--- src/rtl/mult_result_fifo_if.sv ---
// Handshake bundle between the shift-add multiplier, the result FIFO and its consumer.
// master: the producer/consumer side; slave: the FIFO itself.
interface mult_result_fifo_if #(
  parameter int DP_WIDTH = 5,
  parameter int DEPTH    = 4,
  parameter int CNT_W    = $clog2(DEPTH + 1)
);
  logic                    rdy;
  logic [2*DP_WIDTH-1:0]   product;
  logic                    pop;
  logic [2*DP_WIDTH-1:0]   dout;
  logic                    empty;
  logic                    full;
  logic [CNT_W-1:0]        count;
  logic                    overflow;
  logic                    start_req;

  modport master (
    output rdy, product, pop,
    input  dout, empty, full, count, overflow, start_req
  );

  modport slave (
    input  rdy, product, pop,
    output dout, empty, full, count, overflow, start_req
  );
endinterface

--- src/rtl/mult_result_fifo.sv ---
// Result FIFO behind the sequential shift-add multiplier.
// Captures each finished product (rising edge of rdy) into a show-ahead FIFO,
// throttles the multiplier through start_req, and flags dropped products.
// Optional running accumulator of accepted products: define MULT_ACCUM_EN.
module mult_result_fifo #(
  parameter int DP_WIDTH = 5,
  parameter int DEPTH    = 4,
  parameter int CNT_W    = $clog2(DEPTH + 1),
  parameter int ACC_W    = 2*DP_WIDTH + 5
) (
  input  logic               clk,
  input  logic               rstb,
  mult_result_fifo_if.slave  bus
`ifdef MULT_ACCUM_EN
  ,
  input  logic               acc_clr,
  output logic [ACC_W-1:0]   acc
`endif
);

  localparam int PW = (DEPTH > 1) ? $clog2(DEPTH) : 1;
  localparam int PROD_W = 2*DP_WIDTH;

  logic [PROD_W-1:0] mem [DEPTH];
  logic [PW-1:0]     wr_ptr, rd_ptr;
  logic [CNT_W-1:0]  count_r, count_nxt;
  logic              rdy_d;
  logic              overflow_r;
  logic              empty_w, full_w;
  logic              cap, push, pop_ok;

  assign empty_w = (count_r == '0);
  assign full_w  = (count_r == CNT_W'(DEPTH));

  // Completion is the 0->1 edge of rdy; a push needs room, or a slot freed by a same-cycle pop.
  assign cap    = bus.rdy & ~rdy_d;
  assign pop_ok = bus.pop & ~empty_w;
  assign push   = cap & (~full_w | bus.pop);

  assign bus.dout      = mem[rd_ptr];
  assign bus.empty     = empty_w;
  assign bus.full      = full_w;
  assign bus.count     = count_r;
  assign bus.overflow  = overflow_r;
  assign bus.start_req = ~full_w;

  // Occupancy update from the push/pop combination.
  always_comb begin
    count_nxt = count_r;
    case ({push, pop_ok})
      2'b10:   count_nxt = count_r + CNT_W'(1);
      2'b01:   count_nxt = count_r - CNT_W'(1);
      default: count_nxt = count_r;
    endcase
  end

  // Control state: edge detector, pointers, occupancy and sticky overflow.
  // rdy_d resets high so a multiplier already idle at reset release is not taken as a completion.
  always_ff @(posedge clk or negedge rstb) begin
    if (!rstb) begin
      rdy_d      <= 1'b1;
      wr_ptr     <= '0;
      rd_ptr     <= '0;
      count_r    <= '0;
      overflow_r <= 1'b0;
    end else begin
      rdy_d   <= bus.rdy;
      count_r <= count_nxt;
      if (push)
        wr_ptr <= wr_ptr + PW'(1);
      if (pop_ok)
        rd_ptr <= rd_ptr + PW'(1);
      if (cap & full_w & ~bus.pop)
        overflow_r <= 1'b1;
    end
  end

  // Storage array; data only, so no reset.
  always_ff @(posedge clk) begin
    if (push)
      mem[wr_ptr] <= bus.product;
  end

`ifdef MULT_ACCUM_EN
  // Running sum of accepted products; clear wins over a coincident push.
  always_ff @(posedge clk or negedge rstb) begin
    if (!rstb)
      acc <= '0;
    else if (acc_clr)
      acc <= '0;
    else if (push)
      acc <= acc + {{(ACC_W-PROD_W){1'b0}}, bus.product};
  end
`endif

endmodule
--- src/flat_wrapper.sv ---
// flat-port wrapper written by rule: the top's interface ports become plain ports
module mult_result_fifo_flat 
#(
  parameter int DP_WIDTH = 5,
  parameter int DEPTH    = 4,
  parameter int CNT_W    = $clog2(DEPTH + 1),
  parameter int ACC_W    = 2*DP_WIDTH + 5
)
  (clk, rstb, bus_rdy, bus_product, bus_pop, bus_dout, bus_empty, bus_full, bus_count, bus_overflow, bus_start_req);
  mult_result_fifo_if #(.DP_WIDTH(DP_WIDTH), .DEPTH(DEPTH), .CNT_W(CNT_W)) bus_i ();
  input  logic clk;
  input  logic rstb;
  input wire logic [$bits(bus_i.rdy)-1:0] bus_rdy;
  input wire logic [$bits(bus_i.product)-1:0] bus_product;
  input wire logic [$bits(bus_i.pop)-1:0] bus_pop;
  output wire logic [$bits(bus_i.dout)-1:0] bus_dout;
  output wire logic [$bits(bus_i.empty)-1:0] bus_empty;
  output wire logic [$bits(bus_i.full)-1:0] bus_full;
  output wire logic [$bits(bus_i.count)-1:0] bus_count;
  output wire logic [$bits(bus_i.overflow)-1:0] bus_overflow;
  output wire logic [$bits(bus_i.start_req)-1:0] bus_start_req;
  assign bus_i.rdy = bus_rdy;
  assign bus_i.product = bus_product;
  assign bus_i.pop = bus_pop;
  assign bus_dout = bus_i.dout;
  assign bus_empty = bus_i.empty;
  assign bus_full = bus_i.full;
  assign bus_count = bus_i.count;
  assign bus_overflow = bus_i.overflow;
  assign bus_start_req = bus_i.start_req;
  mult_result_fifo #(.DP_WIDTH(DP_WIDTH), .DEPTH(DEPTH), .CNT_W(CNT_W), .ACC_W(ACC_W)) u_core (.clk(clk), .rstb(rstb), .bus(bus_i));
endmodule
--- config.mk ---
export PLATFORM = sky130hd
export DESIGN_NAME = mult_result_fifo_flat
export DESIGN_NICKNAME = d
export VERILOG_FILES = /design/src/rtl/mult_result_fifo_if.sv /design/src/rtl/mult_result_fifo.sv /design/src/flat_wrapper.sv
export SDC_FILE = /design/constraint.sdc
export NUM_CORES = 1
export LEC_CHECK = 0
export BUFFER_PORTS_ARGS = -buffer_cell sky130_fd_sc_hd__buf_4
export CORE_MARGIN = 2
export CORE_UTILIZATION = 40
export DETAILED_ROUTE_END_ITERATION = 8
export SETUP_SLACK_MARGIN = 0.2
export SLEW_MARGIN = 15
export SYNTH_ARGS = -nofsm -noshare
export SYNTH_HDL_FRONTEND = slang
export SYNTH_SLANG_ARGS = --single-unit
--- constraint.sdc ---
create_clock -name clk -period 4.7 [get_ports clk]
set_clock_uncertainty 0.05 [all_clocks]
set_input_delay 0.47 -clock clk [delete_from_list [all_inputs] [get_ports clk]]
set_output_delay 0.47 -clock clk [all_outputs]
set_load 0.02 [all_outputs]
==> results of run 1 <==
cells by family after synthesis:
kind of cell / after synthesis / synth area share
mux: 12 / 0.129
simple gates: 9 / 0.0309
xor+xnor: 6 / 0.0270
compound gates: 3 / 0.0174
flops: 49 / 0.734
fa+ha+maj: 6 / 0.0424
buf+inv: 10 / 0.0199
cells in the mapped netlist (all sizes together):
master	instances	area (µm²)
a31o	1	8.76
edfxtp	40	1200
fa	1	20.0
clkbuf	1	3.75
ha	5	62.6
nor2	1	3.75
and2	4	30.0
xnor2	3	26.3
nor3	1	5.00
o31a	1	10.0
nand2	1	3.75
mux2	1	15.0
buf	1	5.00
nor2b	1	6.26
mux2i	1	10.0
xor2	3	26.3
dfrtp	8	200
dfstp	1	26.3
inv	8	30.0
or3b	1	11.3
o21a	1	15.0
mux4	10	225
where the power goes:
group	switching, µW	total (µW)	internal, µW
clock network	130	231	100
logic	232	483	252
registers	86.9	633	546
cell type report:
cell class | instances | area share
inverters | 8 | 0.0129
well taps | 54 | 0.0291
clock inverters | 3 | 0.00539
clock buffers | 5 | 0.0296
multi-input cells | 36 | 0.206
repair buffers | 31 | 0.101
flip-flops and latches | 49 | 0.615
sequential cells by signal, indices dropped and copies added (netlist names):
signal and cells:
u_core.wr_ptr 2, u_core.rdy_d 1, u_core.rd_ptr 2, u_core.bus.count 3, u_core.mem 40, u_core.bus.overflow 1
layer usage:
metal | global-route usage | up-vias | part of all wire | wire length (µm)
li1 | - | 430 | - | -
met1 | 0.150 | 470 | 0.40 | 1270
met2 | 0.214 | 22 | 0.52 | 1630
met3 | 0.0412 | 8 | 0.047 | 146
met4 | 0.0848 | 0 | 0.029 | 91
met5 | 0 | - | 0 | 0
metrics by stage:
step	cell area [µm²]	power [µW]	std cells	utilization
2_1_floorplan	1950	947	95	-
3_3_place_gp	2230	1120	177	0.475
3_5_place_dp	2230	1140	177	0.475
4_1_cts	2320	1370	186	0.495
5_1_grt	2320	1430	186	0.495
6_report	2320	1350	186	0.495
worst paths after layout:
check | slack, ps | cells past startpoint | to
setup / recovery | 2290 | 2 | bus_dout[7]
hold / removal | 230 | 1 | u_core.rdy_d
setup reg to reg | 2360 | 9 | u_core.bus.count[2]
hold reg to reg | 430 | 1 | u_core.bus.overflow
max in group asynchronous | 3920 | 2 | u_core.rdy_d
min in group asynchronous | 470 | 2 | u_core.bus.count[0]
cells in the final DEF (no fill, tap or decap), types with 2 or more instances in the layout:
| cell | instances |
|---|---|
| and2_2 | 4 |
| buf_4 | 30 |
| clkbuf_8 | 5 |
| clkinv_1 | 2 |
| dfrtp_1 | 8 |
| edfxtp_1 | 40 |
| ha_1 | 5 |
| inv_1 | 8 |
| mux4_2 | 10 |
| xnor2_1 | 3 |
| xor2_1 | 3 |
==> impl_metrics.yaml, run 1 <==
status:
  status: "finished, final reports clean"
worst_setup_path:
  critPathLaunchType: "flop"
  critical_path_peak_fanout: 12
  crit_chain: "mux4_2, buf_4"
  reg2reg_from: "u_core.bus.count[0]"
  path_buf_inv: 1
  slowest_stage: "dfrtp_1"
  critical_path_arrival_ps: 1890
  end_kind: "output pin"
  startpoint: "u_core.rd_ptr[0]"
  required_ps: 4180
  slowest_delay_ps: 810
  critPathTopFamily: "flip-flops"
  critical_path_class: "reg -> out"
logic_synthesis:
  ys_types: 22
  synth_fp_nets: 115
  synthCells: 95
  syn_avg_cell_area_um2: 20.5
  yosys_warnings: 0
  syn_area_mm2: 0.00195
  ys_seq_elements: 49
  ys_seq_area_frac: 0.734
timing:
  finalSetupTns_ps: 0
  fin_crit_sh: 0.512
  fin_crit_ps: 2410
  setup_slack_ps: 2290
  setup_viol: 0
  slew_headroom: 0.521
  timing.fmax_mhz: 415
  tightestPinTransition_ps: 719
  hold_ws_ps: 229
  rsz0062_at_grt: "no"
  hold_viol: 0
  drv_slew: 0
power:
  ir_drop_mv: 0.275
  power-per-cell-area_mw_per_mm2: 580
  p_leak_uw: 0.000878
route:
  ant_nets: 0
  drt_wl_total_um: 3140
  wire_per_inst_um: 16.9
  drt_iter0_markers: 37
  num_vias: 930
  viasPerCell: 5.00
  first_pass_iters: 4
  drc: 0
clock_network:
  clkLatencyLatePin_ps: 300
  ctsHoldBuffers: 1
  cts_setup_buffers: 0
  path_clk_slew_ps: 80
  clockBufferDepth: 2
  cts_root_buf: "clkbuf_8"
  ctsResizeCount: 0
  cts_sinks: 49
  tritoncts: "built"
  cts_max_level: 2
  cts_made_buffers: 5
global_route:
  track_usage: 0.132
  antenna_found_initial: 0
  grt_pass1_vias: 1008
  grt_pass1_wl_um: 4970
  overflow: 0
  grt_max_degree: 15
worst_hold_path:
  min_from: "bus_rdy"
  hp-class: "in -> reg"
layout:
  diodes: 0
  finalNetCount: 151
  drive_above_1_share: 0.424
  area_growth_pct: 19.3
  multi_input_area_um2: 479
  fillers: 384
  regArea_mm2: 0.00143
floorplan:
  die_height_um: 73.7
  die_area_mm2: 0.00544
  start_util: 0.415
  placementRows: 25
  die_w_um: 73.7
  ios: 31
  placeableCoreArea_mm2: 0.00469
placed_design:
  gp_congestion: 0.645
  dp_hpwl_um: 2110
  place_ws_ps: 2370
  port_buffers: 30
run:
  drv_cap: 0
No activity file was read; power rests on OpenSTA's default activity.
==> run 2: changes to the inputs <==
==> constraint.sdc (replaced) <==
create_clock -name clk -period 2.5 [get_ports clk]
set_clock_uncertainty 0.05 [all_clocks]
set_input_delay 0.25 -clock clk [delete_from_list [all_inputs] [get_ports clk]]
set_output_delay 0.25 -clock clk [all_outputs]
set_load 0.02 [all_outputs]
==> impl_metrics.yaml, run 2 (same netlist as run 1, synthesis figures left out) <==
status:
  status: "finished, final reports clean"
layout:
  regArea_mm2: 0.00143
  final_common_cell: "edfxtp_1"
  multi_input_area_um2: 484
  fillers: 405
  area_growth_pct: 21.9
  final_core_util: 0.505
  finalNetCount: 155
  diodes: 0
  drive_above_1_share: 0.471
  post-route-cell-area_mm2: 0.00237
  mostFrequentLayoutCells: "edfxtp_1 (40), buf_4 (33), mux4_2 (10), inv_1 (8), dfrtp_1 (6)"
  largest_reg_flops: 40
  largest-register: "u_core.mem"
power:
  intPower_uw: 1760
  power-per-cell-area_mw_per_mm2: 1100
  swShare: 0.329
  p_clk_frac: 0.169
  p_sw_uw: 861
  power_frac_comb: 0.388
  finalPower_uw: 2620
  seq_power_share: 0.443
  p_leak_uw: 0.000898
  ir_drop_mv: 0.668
clock_network:
  cts_sinks: 49
  path_clk_slew_ps: 80
  tritoncts: "built"
  clockBufferDepth: 2
  cts_root_buf: "clkbuf_8"
  cts_max_level: 2
  clkLatencyLatePin_ps: 290
  cts_made_buffers: 5
global_route:
  overflow: 0
  antenna_found_initial: 0
  grt_max_degree: 15
  track_usage: 0.131
  grt_pass1_vias: 992
  grt_pass1_wl_um: 5020
floorplan:
  die_height_um: 73.7
  die_area_mm2: 0.00544
  start_util: 0.415
  ios: 31
  placementRows: 25
  die_w_um: 73.7
  placeableCoreArea_mm2: 0.00469
route:
  wire_per_inst_um: 17.1
  drc: 0
  ant_nets: 0
  drt_wl_total_um: 3250
  first_pass_iters: 2
  num_vias: 946
  drt_iter0_markers: 55
  viasPerCell: 4.98
timing:
  setup_slack_ps: 209
  rsz0062_at_grt: "yes"
  setup_viol: 0
  fin_crit_ps: 2290
  timing.fmax_mhz: 436
  fin_crit_sh: 0.916
  hold_viol: 0
  tightestPinTransition_ps: 537
  slew_headroom: 0.642
  finalSetupTns_ps: 0
  drv_slew: 0
placed_design:
  gp_congestion: 0.656
  dp_hpwl_um: 2220
  port_buffers: 30
  place_ws_ps: 178
  placed_area_mm2: 0.00225
worst_setup_path:
  critical_path_class: "reg -> reg"
  critPathLaunchType: "flop"
  slowest_stage: "dfrtp_1"
  required_ps: 2660
  reg2regPathDepth: 9
  critical_path_arrival_ps: 2450
  crit_chain: "or3b_4, o21a_4, inv_1, ha_2, inv_1, fa_2, xor2_1, nor2_1, xor2_1"
  slowest_delay_ps: 430
  end_kind: "flop"
  critical_path_peak_fanout: 5
worst_hold_path:
  hold_depth: 1
  hp-class: "in -> reg"
run:
  drv_cap: 0
-- run 2: cell count changes in the layout (fill, tap and decap cells not counted), sizes merged --
cell    previous run  this run
buf               30        34
clkbuf             5         7
clkinv             3         1
-- run 2: power groups by stage --
| stage | sequential (µW) | clock [µW] | combinational, µW |
|---|---|---|---|
| floorplan | 1160 | 0 | 627 |
| finish | 1160 | 442 | 1020 |
| detailed placement | 1190 | 0 | 989 |
| global placement | 1170 | 0 | 978 |
| CTS | 1160 | 452 | 1010 |
| global route | 1180 | 482 | 1100 |
-- run 2: critical path, delay by kind of cell (launching register included) --
family	cells	cell delay (ps)
fa+ha+maj	2	500
xor+xnor	2	310
buf+inv	2	110
simple gates	2	570
flops	1	430
compound gates	1	240
-- run 2: per-layer routing --
metal	track usage	part of all wire	wire (µm)
met1	0.158	0.42	1380
met2	0.211	0.52	1680
met3	0.0494	0.044	142
met4	0.0545	0.015	50
met5	0	0	0
-- run 2: what timing repair did --
| action | CTS | global route |
|---|---|---|
| setup buffers | 1 | 2 |
| hold buffers | 1 | 0 |
| pin swaps | 0 | 4 |
| setup endpoints to repair | 1 | 1 |
| endpoints found under the hold margin | 9 | 0 |
| gates resized for setup | 0 | 2 |
-- run 2: stage by stage --
stage / cells / hold WS (ps)
floorplan: 95 / -95.6
global placement: 178 / 30.0
detailed placement: 178 / 31.3
CTS: 188 / 9.39
global route: 190 / 0.245
finish: 190 / 16.2
-- run 2: final cells by class --
cell class,instances,share of cell area
Clock buffer,7,0.0322
Multi-Input combinational cell,36,0.204
Clock inverter,1,0.00211
Sequential cell,49,0.603
Timing Repair Buffer,35,0.117
Tap cell,54,0.0285
Inverter,8,0.0127
-- run 2: worst paths after layout --
| check | start | end | slack (ps) |
|---|---|---|---|
| setup reg to reg | u_core.bus.count[1] | u_core.bus.count[2] | 210 |
| hold reg to reg | u_core.bus.overflow | u_core.bus.overflow | 420 |
| max in group asynchronous | rstb | u_core.rdy_d | 1920 |
| hold / removal | bus_rdy | u_core.rdy_d | 20 |
| min in group asynchronous | rstb | u_core.bus.count[1] | 260 |
| setup / recovery | u_core.bus.count[1] | u_core.bus.count[2] | 210 |
==> run 3: changes to the inputs <==
--- a/config.mk
+++ b/config.mk
@@ -6,9 +6,11 @@
 export NUM_CORES = 1
 export LEC_CHECK = 0
 export BUFFER_PORTS_ARGS = -buffer_cell sky130_fd_sc_hd__buf_4
-export CORE_MARGIN = 2
-export CORE_UTILIZATION = 40
+export CELL_PAD_IN_SITES_DETAIL_PLACEMENT = 2
+export CELL_PAD_IN_SITES_GLOBAL_PLACEMENT = 2
+export CORE_UTILIZATION = 41
 export DETAILED_ROUTE_END_ITERATION = 8
+export PLACE_DENSITY_LB_ADDON = 0.1
 export SETUP_SLACK_MARGIN = 0.2
 export SLEW_MARGIN = 15
 export SYNTH_ARGS = -nofsm -noshare
==> impl_metrics.yaml, run 3 (same netlist as run 1, synthesis figures left out) <==
timing:
  slew_headroom: 0.642
  fin_crit_ps: 2250
  setup_viol: 0
  drv_slew: 0
  rsz0062_at_grt: "no"
  timing.fmax_mhz: 445
  fin_crit_sh: 0.899
  setup_slack_ps: 253
  hold_viol: 0
  finalSetupTns_ps: 0
  tightestPinTransition_ps: 537
clock_network:
  cts_made_buffers: 5
  clkLatencyLatePin_ps: 310
  cts_root_buf: "clkbuf_8"
  cts_sinks: 49
  cts_max_level: 2
  path_clk_slew_ps: 90
  clockBufferDepth: 2
  tritoncts: "built"
layout:
  fillers: 394
  multi_input_area_um2: 484
  final_common_cell: "edfxtp_1"
  final_core_util: 0.544
  area_growth_pct: 24.2
  post-route-cell-area_mm2: 0.00242
  drive_above_1_share: 0.486
  regArea_mm2: 0.00143
  diodes: 0
  mostFrequentLayoutCells: "edfxtp_1 (40), buf_4 (37), mux4_2 (10), inv_1 (8), dfrtp_1 (6)"
  finalNetCount: 159
  largest_reg_flops: 40
  largest-register: "u_core.mem"
global_route:
  grt_max_degree: 16
  track_usage: 0.183
  antenna_found_initial: 0
  grt_pass1_wl_um: 6330
  overflow: 0
  grt_pass1_vias: 1165
floorplan:
  die_height_um: 70.9
  placementRows: 24
  ios: 31
  placeableCoreArea_mm2: 0.00444
  start_util: 0.438
  die_w_um: 70.9
  die_area_mm2: 0.00502
power:
  finalPower_uw: 2800
  power-per-cell-area_mw_per_mm2: 1160
  p_leak_uw: 0.000921
  ir_drop_mv: 0.519
worst_setup_path:
  required_ps: 2670
  critical_path_class: "reg -> reg"
  end_kind: "flop"
  critical_path_arrival_ps: 2420
  critPathLaunchType: "flop"
  critical_path_peak_fanout: 2
route:
  wire_per_inst_um: 21.5
  num_vias: 993
  drt_iter0_markers: 36
  drc: 0
  viasPerCell: 5.17
  drt_wl_total_um: 4130
  first_pass_iters: 6
  ant_nets: 0
placed_design:
  placed_area_mm2: 0.00224
  dp_hpwl_um: 2770
  place_ws_ps: 153
  port_buffers: 30
  gp_congestion: 0.685
status:
  status: "finished, final reports clean"
run:
  drv_cap: 0
worst_hold_path:
  hp-class: "in -> reg"
==> run 3: cell types whose count changed in the layout (fill, tap and decap cells not counted) <==
cell           change
clkbuf_1           -2
dlygate4sd3_1      +1
clkinv_1           +1
clkinv_2           -1
buf_12             -1
clkinvlp_4         +1
buf_4              +4
bufinv_16          +1
==> run 3: metal layers <==
layer | wire length [µm] | vias to the layer above | GRT usage | share of wire
li1 | - | 445 | - | -
met1 | 1640 | 520 | 0.213 | 0.40
met2 | 2280 | 24 | 0.325 | 0.55
met3 | 167 | 4 | 0.0598 | 0.040
met4 | 40 | 0 | 0.0533 | 0.0097
met5 | 0 | - | 0 | 0
==> run 3: per-stage QoR <==
| step | cells | hold slack (ps) |
|---|---|---|
| 4_1_cts | 191 | 77.5 |
| 6_report | 192 | 88.2 |
| 2_1_floorplan | 95 | -95.6 |
| 3_3_place_gp | 176 | 36.5 |
| 5_1_grt | 192 | 79.1 |
| 3_5_place_dp | 176 | 36.9 |
==> run 3: area by class of cell <==
cell class | count | area share
Clock buffer | 5 | 0.0285
Clock inverter | 3 | 0.0171
Inverter | 8 | 0.0124
Multi-Input combinational cell | 36 | 0.200
Sequential cell | 49 | 0.592
Tap cell | 52 | 0.0269
Timing Repair Buffer | 39 | 0.123
==> run 3: worst paths after layout <==
check	slack, ps	cells after the start	to	from
min reg2reg	440	1	u_core.bus.overflow	u_core.bus.overflow
max	250	9	u_core.bus.count[2]	u_core.bus.count[0]
max reg2reg	250	9	u_core.bus.count[2]	u_core.bus.count[0]
max in group asynchronous	1920	2	u_core.rdy_d	rstb
min	90	1	u_core.mem[1][9]	bus_product[9]
min in group asynchronous	260	2	u_core.rd_ptr[1]	rstb
==> run 3: timing repair <==
action	in CTS	in global routing
resized for setup	1	1
setup endpoints to repair	1	1
setup buffers	5	1
hold buffers	2	0
endpoints found under the hold margin	10	0
pin swaps	4	3
==> run 3: power breakdown <==
part,internal (µW),leakage [µW],switching (µW)
clock network,295,0.0000518,266
registers,1030,0.000465,128
logic,541,0.000404,537
==> run 3: critical path, stage by stage (launching register included) <==
cell     delay [ps]
dfrtp_2         420
or3b_4          400
o21a_4          220
inv_1            50
ha_2            170
inv_1            60
fa_2            330
xor2_1          150
nor2_1          130
xor2_1          170
